`src/rtl/pipeline_sequencer.sv`:
```
// -----------------------------------------------------------------------------
// pipeline_sequencer
//
// Stall, flush and termination controller for the 5-stage IF/ID/EX/MEM/WB core.
//   - Load-use hazard between EX (load) and ID: stalls PC and IF/ID for one
//     cycle and bubbles ID/EX. The next cycle evaluates the hazard again.
//   - Taken branch resolved in EX: squashes the two wrong-path instructions in
//     IF and ID.
//   - All-zero instruction word in IF (halt): stops fetch, lets the older
//     instructions drain for DRAIN_CYCLES cycles, then raises end_program.
//
// Optional build macro: PIPE_PERF_EN adds saturating cycle/stall/flush
// counters. Without it those ports and their logic are absent.
//
// Parameters:
//   DRAIN_CYCLES  cycles spent in DRAIN before end_program (1..15)
//   CNT_W         performance counter width (PIPE_PERF_EN only)
//
// Ports:
//   clk              system clock
//   reset            synchronous, active-high reset
//   if_instr         instruction word currently in IF
//   id_rs1, id_rs2   source registers of the instruction in ID
//   id_uses_rs2      ID instruction actually reads rs2
//   ex_mem_read      EX instruction is a load
//   ex_rd            destination register of the EX instruction
//   ex_branch_taken  branch in EX resolved taken this cycle
//   pc_write         PC may update this cycle
//   if_id_write      IF/ID register may load
//   if_id_flush      IF/ID loads a NOP
//   id_ex_bubble     ID/EX loads a bubble (control zeroed)
//   halting          controller is draining or done
//   end_program      registered, sticky until reset
//   cycle_count, stall_count, flush_count  (PIPE_PERF_EN only)
// -----------------------------------------------------------------------------
module pipeline_sequencer #(
  parameter int DRAIN_CYCLES = 4,
  parameter int CNT_W        = 32
) (
  input  logic        clk,
  input  logic        reset,
  input  logic [31:0] if_instr,
  input  logic [4:0]  id_rs1,
  input  logic [4:0]  id_rs2,
  input  logic        id_uses_rs2,
  input  logic        ex_mem_read,
  input  logic [4:0]  ex_rd,
  input  logic        ex_branch_taken,
  output logic        pc_write,
  output logic        if_id_write,
  output logic        if_id_flush,
  output logic        id_ex_bubble,
  output logic        halting,
  output logic        end_program
`ifdef PIPE_PERF_EN
  ,
  output logic [CNT_W-1:0] cycle_count,
  output logic [CNT_W-1:0] stall_count,
  output logic [CNT_W-1:0] flush_count
`endif
);

  typedef enum logic [1:0] {
    ST_RUN   = 2'd0,
    ST_DRAIN = 2'd1,
    ST_DONE  = 2'd2
  } state_t;

  // Counter holds the number of DRAIN cycles still to follow the current one.
  localparam logic [3:0] DRAIN_LOAD = 4'(DRAIN_CYCLES - 1);

  state_t     state_reg, state_next;
  logic [3:0] drain_cnt_reg, drain_cnt_next;
  logic       end_program_reg, end_program_next;

  logic load_use;
  logic halt_seen;

  assign load_use  = ex_mem_read && (ex_rd != 5'd0) &&
                     ((ex_rd == id_rs1) || (id_uses_rs2 && (ex_rd == id_rs2)));
  assign halt_seen = (if_instr == 32'h0);

  assign halting     = (state_reg != ST_RUN);
  assign end_program = end_program_reg;

  always_comb begin
    state_next       = state_reg;
    drain_cnt_next   = drain_cnt_reg;
    end_program_next = end_program_reg;
    // Safe values: freeze fetch, feed NOPs and bubbles.
    pc_write         = 1'b0;
    if_id_write      = 1'b0;
    if_id_flush      = 1'b1;
    id_ex_bubble     = 1'b1;

    if (!reset) begin
      unique case (state_reg)
        ST_RUN: begin
          if (ex_branch_taken) begin
            // Branch wins over any hazard: the stalled instruction is wrong-path.
            pc_write     = 1'b1;
            if_id_write  = 1'b1;
            if_id_flush  = 1'b1;
            id_ex_bubble = 1'b1;
          end else if (load_use) begin
            pc_write     = 1'b0;
            if_id_write  = 1'b0;
            if_id_flush  = 1'b0;
            id_ex_bubble = 1'b1;
          end else if (halt_seen) begin
            // Halt word never enters ID; IF/ID receives a NOP instead.
            pc_write       = 1'b0;
            if_id_write    = 1'b1;
            if_id_flush    = 1'b1;
            id_ex_bubble   = 1'b0;
            state_next     = ST_DRAIN;
            drain_cnt_next = DRAIN_LOAD;
          end else begin
            pc_write     = 1'b1;
            if_id_write  = 1'b1;
            if_id_flush  = 1'b0;
            id_ex_bubble = 1'b0;
          end
        end

        ST_DRAIN: begin
          if (ex_branch_taken) begin
            // The halt word was on the wrong path: resume normal execution.
            pc_write       = 1'b1;
            if_id_write    = 1'b1;
            if_id_flush    = 1'b1;
            id_ex_bubble   = 1'b1;
            state_next     = ST_RUN;
            drain_cnt_next = 4'd0;
          end else begin
            pc_write     = 1'b0;
            if_id_write  = !load_use;
            if_id_flush  = 1'b1;
            id_ex_bubble = load_use;
            // A stall inside the drain does not count toward the drain time.
            if (!load_use) begin
              if (drain_cnt_reg == 4'd0) begin
                state_next       = ST_DONE;
                end_program_next = 1'b1;
              end else begin
                drain_cnt_next = drain_cnt_reg - 4'd1;
              end
            end
          end
        end

        ST_DONE: begin
          // Outputs stay at the safe defaults; inputs are ignored.
        end

        default: begin
          state_next = ST_RUN;
        end
      endcase
    end
  end

  always_ff @(posedge clk) begin
    if (reset) begin
      state_reg       <= ST_RUN;
      drain_cnt_reg   <= 4'd0;
      end_program_reg <= 1'b0;
    end else begin
      state_reg       <= state_next;
      drain_cnt_reg   <= drain_cnt_next;
      end_program_reg <= end_program_next;
    end
  end

`ifdef PIPE_PERF_EN
  logic [CNT_W-1:0] cycle_cnt_reg, stall_cnt_reg, flush_cnt_reg;
  logic             active;

  assign active = (state_reg != ST_DONE);

  always_ff @(posedge clk) begin
    if (reset) begin
      cycle_cnt_reg <= '0;
      stall_cnt_reg <= '0;
      flush_cnt_reg <= '0;
    end else if (active) begin
      if (!(&cycle_cnt_reg)) begin
        cycle_cnt_reg <= cycle_cnt_reg + 1'b1;
      end
      if (load_use && !ex_branch_taken && !(&stall_cnt_reg)) begin
        stall_cnt_reg <= stall_cnt_reg + 1'b1;
      end
      if (ex_branch_taken && !(&flush_cnt_reg)) begin
        flush_cnt_reg <= flush_cnt_reg + 1'b1;
      end
    end
  end

  assign cycle_count = cycle_cnt_reg;
  assign stall_count = stall_cnt_reg;
  assign flush_count = flush_cnt_reg;
`endif

endmodule
```
`config.mk`:
```
export PLATFORM = sky130hd
export DESIGN_NAME = pipeline_sequencer
export DESIGN_NICKNAME = d
export VERILOG_FILES = /design/src/rtl/pipeline_sequencer.sv
export SDC_FILE = /design/constraint.sdc
export NUM_CORES = 1
export LEC_CHECK = 0
export CORE_MARGIN = 1
export CORE_UTILIZATION = 34
export CTS_CLUSTER_SIZE = 16
export DETAILED_ROUTE_END_ITERATION = 12
export PLACE_DENSITY = 0.94
export SLEW_MARGIN = 30
export SYNTH_ARGS = -nofsm -noshare
export SYNTH_HDL_FRONTEND = slang
export SYNTH_SLANG_ARGS = --single-unit
```
`constraint.sdc`:
```
create_clock -name clk -period 3.1 [get_ports clk]
set_input_delay 0.62 -clock clk [delete_from_list [all_inputs] [get_ports clk]]
set_output_delay 0.62 -clock clk [all_outputs]
set_load 0.01 [all_outputs]
```
# Word-level counts from Yosys, hierarchy flattened
# Index checks and enable logic that the tools add are counted.
# totals
reg_bits	7
latchBits	0
ramBits	0
rom_bits	0
in_bits	52
out_inout_bits	6
wordCells	66
n_memories	0
# classes
n_addsub	1
n_mul	0
div_mod_pow	0
n_lt_le_gt_ge	0
n_eq_ne	10
shift	0
mux	35
bitwise	3
reduce_logical	14
# ops
op	count
$logic_not 32->1	1
$mux 4	6
$mux 1	18
$mux 2	6
$reduce_and 6->1	2
$eq 5x5->1	2
$ne 3x3->1 const B	3
$pmux 4 s2	1
$ne 2x2->1 const B	3
$pmux 1 s2	3
$pmux 2 s3	1
$reduce_bool 5->1	1
$logic_not 4->1	1
$reduce_and 4->1	1
$reduce_bool 2->1	2
$sub 4x1->4 const B	1
$logic_and 1x1->1	3
$not 1->1	3
$eq 2x1->1 const B	1
$eq 2x2->1 const B	1
$logic_not 2->1	1
$logic_not 1->1	1
$logic_or 1x1->1	1

# Depth between registers and ports, before layout
# depth
word_depth	8
mapped_depth	7
depth_no_buf	7

# Worst setup path after synthesis
# No wires, ideal clock.
# synth_path
path_kind	in2out
startpoint	input port ex_rd[1]
endpoint	output port pc_write
arrival_ns	1.855
required_time_ns	2.480
setup_slack_ns	0.625
cell_stages	6
path_buffers	1
cell_sequence	or4_1 -> o21ai_2 -> or2_1 -> buf_6 -> a21oi_1 -> nor3_1
# synth_between
elab_chain_cells	8
elab_cells_between_ends	11
cone_classes	eq/ne: 2; mux: 4; reduce/logical: 5
# synth_rtl
item	line	source
from (decl)	47	input logic [4:0] ex_rd,
$eq 5x5->1	80	((ex_rd == id_rs1) || (id_uses_rs2 && (ex_rd == id_rs2)));
$logic_and 1x1->1	80	
$logic_or 1x1->1	80	
$logic_and 1x1->1 (*)	79	assign load_use = ex_mem_read && (ex_rd != 5'd0) &&
$mux 1 (*)	105	end else if (load_use) begin
$mux 1 (*)	99	if (ex_branch_taken) begin
$pmux 1 s2 (*)	97	unique case (state_reg)
$mux 1 (*)	96	if (!reset) begin
to (decl)	49	output logic pc_write,
# Every way passes the cells marked *; elsewhere a longest branch is shown, timed or not.

# Worst setup path in the final report
# layout_path
startpoint	input port id_rs2[3]
endpoint	output port if_id_flush
# layout_between
elab_chain_cells	8
# layout_rtl
item	line	source
from (decl)	44	input logic [4:0] id_rs2,
$eq 5x5->1	80	
$logic_and 1x1->1	80	
$logic_or 1x1->1	80	
$logic_and 1x1->1	79	
$mux 1	105	
$mux 1	99	
$mux 1	n/a	
$mux 1	96	
to (decl)	51	output logic if_id_flush,
# No other way between the ends.

==> impl_metrics.tcl <==
set metrics [dict create \
    hold_slack_ps 452.0 \
    dp_worst_setup_slack_ps -303.9 \
    synth.distinct_cells 35 \
    synthCells 91 \
    drv_slew 0 \
    seq_area_frac_synth_pct 20.14 \
    status "finished clean" \
    maxCapViolations 0 \
    final_core_utilization_pct 73.47 \
    max_freq_mhz 329.5 \
    tritoncts "yes" \
    async_reset_ff_share_pct 0 \
    n_fill_cell 130 \
    relSlewSlack_pct 64.93 \
    vias 949 \
    viasPerCell 5.362 \
    ant_nets 0 \
    hp-class "flip-flop to flip-flop" \
    clk_latency_ps 260 \
    yosysWarningCount 0 \
    grt_setup_unrepaired "true" \
    finalPower_uw 281.9 \
    period_minus_slack_ps 3035 \
    drcViolationCount 0 \
    die_y_um 47.24 \
    initial_utilization_pct 38.21 \
    worstMarginPinSlew_ps 524.9 \
    die_w_um 47.24 \
    crit_fanout 3 \
    end_kind "primary output" \
    grt_max_degree 13 \
    wl_um 2322 \
    grt_pass1_wl_um 3560 \
    post_synth_instance_area_um2 695.7 \
    cts.sinks 7 \
    worstHoldStart "end_program" \
    synth-edff-count 0 \
    dieArea_um2 2231 \
    final_nets 207 \
    crit_type "input pin to primary output" \
    synthesis.nets 145 \
    io_buffers 57 \
    cts_root_buf "clkbuf_4" \
    cts_buffers 3 \
    synth_ff_type "dfxtp_1" \
    hold_viol 0 \
    diodes 0 \
    grt_pass1_vias 916 \
    synth_top_area_cell "dfxtp_1" \
    synth-seq-cells 7 \
    cp.arrival_ps 2420 \
    yosysMostFrequentCell "xor2_1" \
    grt.total_usage_pct 22.93 \
    clock_skew_ps 3.529 \
    wire_per_inst_um 13.12 \
    yosys-top-cells-area "dfxtp_1, xor2_1, nor4_1" \
    largest_reg_flops 4 \
    startpoint_type "input pin" \
    row_count 15 \
    syn_avg_cell_area_um2 7.645 \
    drt-pass1-iter-count 4 \
    vdd_drop_max_mv 0.1653 \
    gp_congestion 0.8503 \
    critPathLaunch "id_rs2[3]" \
    antenna_found_initial 0 \
    cts.reportedPaths.clkPinSlew_ps 50 \
    post-route-period-util_pct 97.91 \
    synthToLayoutAreaGrowth_pct 92.27 \
    synth_top_area_share_pct 20.14 \
    finalSetupTns_ps 0 \
    core-area_um2 1821 \
    critPathRequiredTime_ps 2480 \
    drt-initial-drc-count 13 \
    setup_ws_ps 64.83 \
    p_per_area_nw_per_um2 210.8 \
    drive_gt1_share_pct 11.84 \
    grt-ovfl-total 0 \
    htree_levels 1 \
    p_leak_uw 0.0005101 \
    pin_count 58 \
    setup_viol 0 \
    timing.rr.start "drain_cnt_reg[0]" \
    cts_max_path_buffers 2 \
    hpwlAfterDp_um 2044 \
    synth_common_cells "xor2_1, nor4_1, dfxtp_1, nor2_1, nor3_1" \
]
==> final cells by class <==
type                            instances  area, um2  share of cell area (%)
Multi-Input combinational cell         75      529.3                   39.57
Clock buffer                            4      26.28                   1.964
Inverter                                5      18.77                   1.403
Tap cell                               25      31.28                   2.339
Timing Repair Buffer                   61      591.8                   44.25
Sequential cell                         7      140.1                   10.48
==> logic make-up after synthesis <==
logic type	Yosys count	share of synthesized area, %
AND/OR/NAND/NOR	44	35.79
adder cells (fa/ha/maj)	2	3.597
flip-flops	7	20.14
XOR/XNOR	10	12.59
AO/OA/AOI/OAI	19	21.95
buffers and inverters	9	5.935
==> layer usage <==
layer  GRT usage, %  up-vias  wire length (um)
li1               -      468                 -
met2          44.66       35              1261
met4          10.29        0                48
met3          6.154        6               124
met1          21.92      440               887
met5              0        -                 0
==> power by group <==
part	internal, uW	switching [uW]	leakage, uW
sequential	90.0	0.0000000223	0.0000563
clock	49.3	37.3	0.0000150
combinational	71.8	33.5	0.000439
total	211	70.8	0.000510
==> critical path, stage by stage <==
cell and delay, ps:
clkdlybuf4s50_1 410, xor2_1 150, nor4_2 320, a32oi_2 190, o21ai_2 160, nand2_1 70, clkdlybuf4s50_1 480
==> what timing repair did <==
item / 4_1_cts / 5_1_grt
setup buffers: 0 / 0
gates resized for setup: 7 / 12
hold endpoints to repair: 0 / 0
hold buffers: 0 / 0
pin swaps: 3 / 3
setup endpoints to repair: 4 / 4
==> stage by stage <==
| step | cells | instance area (um2) |
|---|---|---|
| 3_5_place_dp | 173 | 1305 |
| 2_1_floorplan | 91 | 695.7 |
| 5_1_grt | 177 | 1338 |
| 3_3_place_gp | 173 | 1305 |
| 4_1_cts | 177 | 1326 |
| 6_report | 177 | 1338 |
==> layout by cell type (no fill, tap or decap), drive strengths merged, types with 2 or more instances in the layout <==
cell type | netlist | final
nor3b | 2 | 2
nand2b | 2 | 2
a21oi | 4 | 4
nand4 | 4 | 4
or4 | 2 | 2
inv | 5 | 5
nand3 | 3 | 3
dlymetal6s2s | 0 | 2
dfxtp | 7 | 7
nand2 | 4 | 4
ha | 2 | 2
o21a | 3 | 3
o21ai | 3 | 3
clkbuf | 3 | 7
buf | 1 | 4
xor2 | 9 | 9
or2 | 2 | 2
dlygate4sd2 | 0 | 2
nor4 | 9 | 9
nor3 | 6 | 6
nor2 | 7 | 7
clkdlybuf4s50 | 0 | 50
==> path summary, 6_finish.rpt <==
check | endpoint | slack (ps) | cells past startpoint
worst max register to register | drain_cnt_reg[1] | 1240 | 6
worst min-delay path | end_program | 450 | 2
worst max-delay path | if_id_flush | 60 | 7
worst min register to register | end_program | 450 | 2
Note: power is estimated with default switching activity, not from simulation.
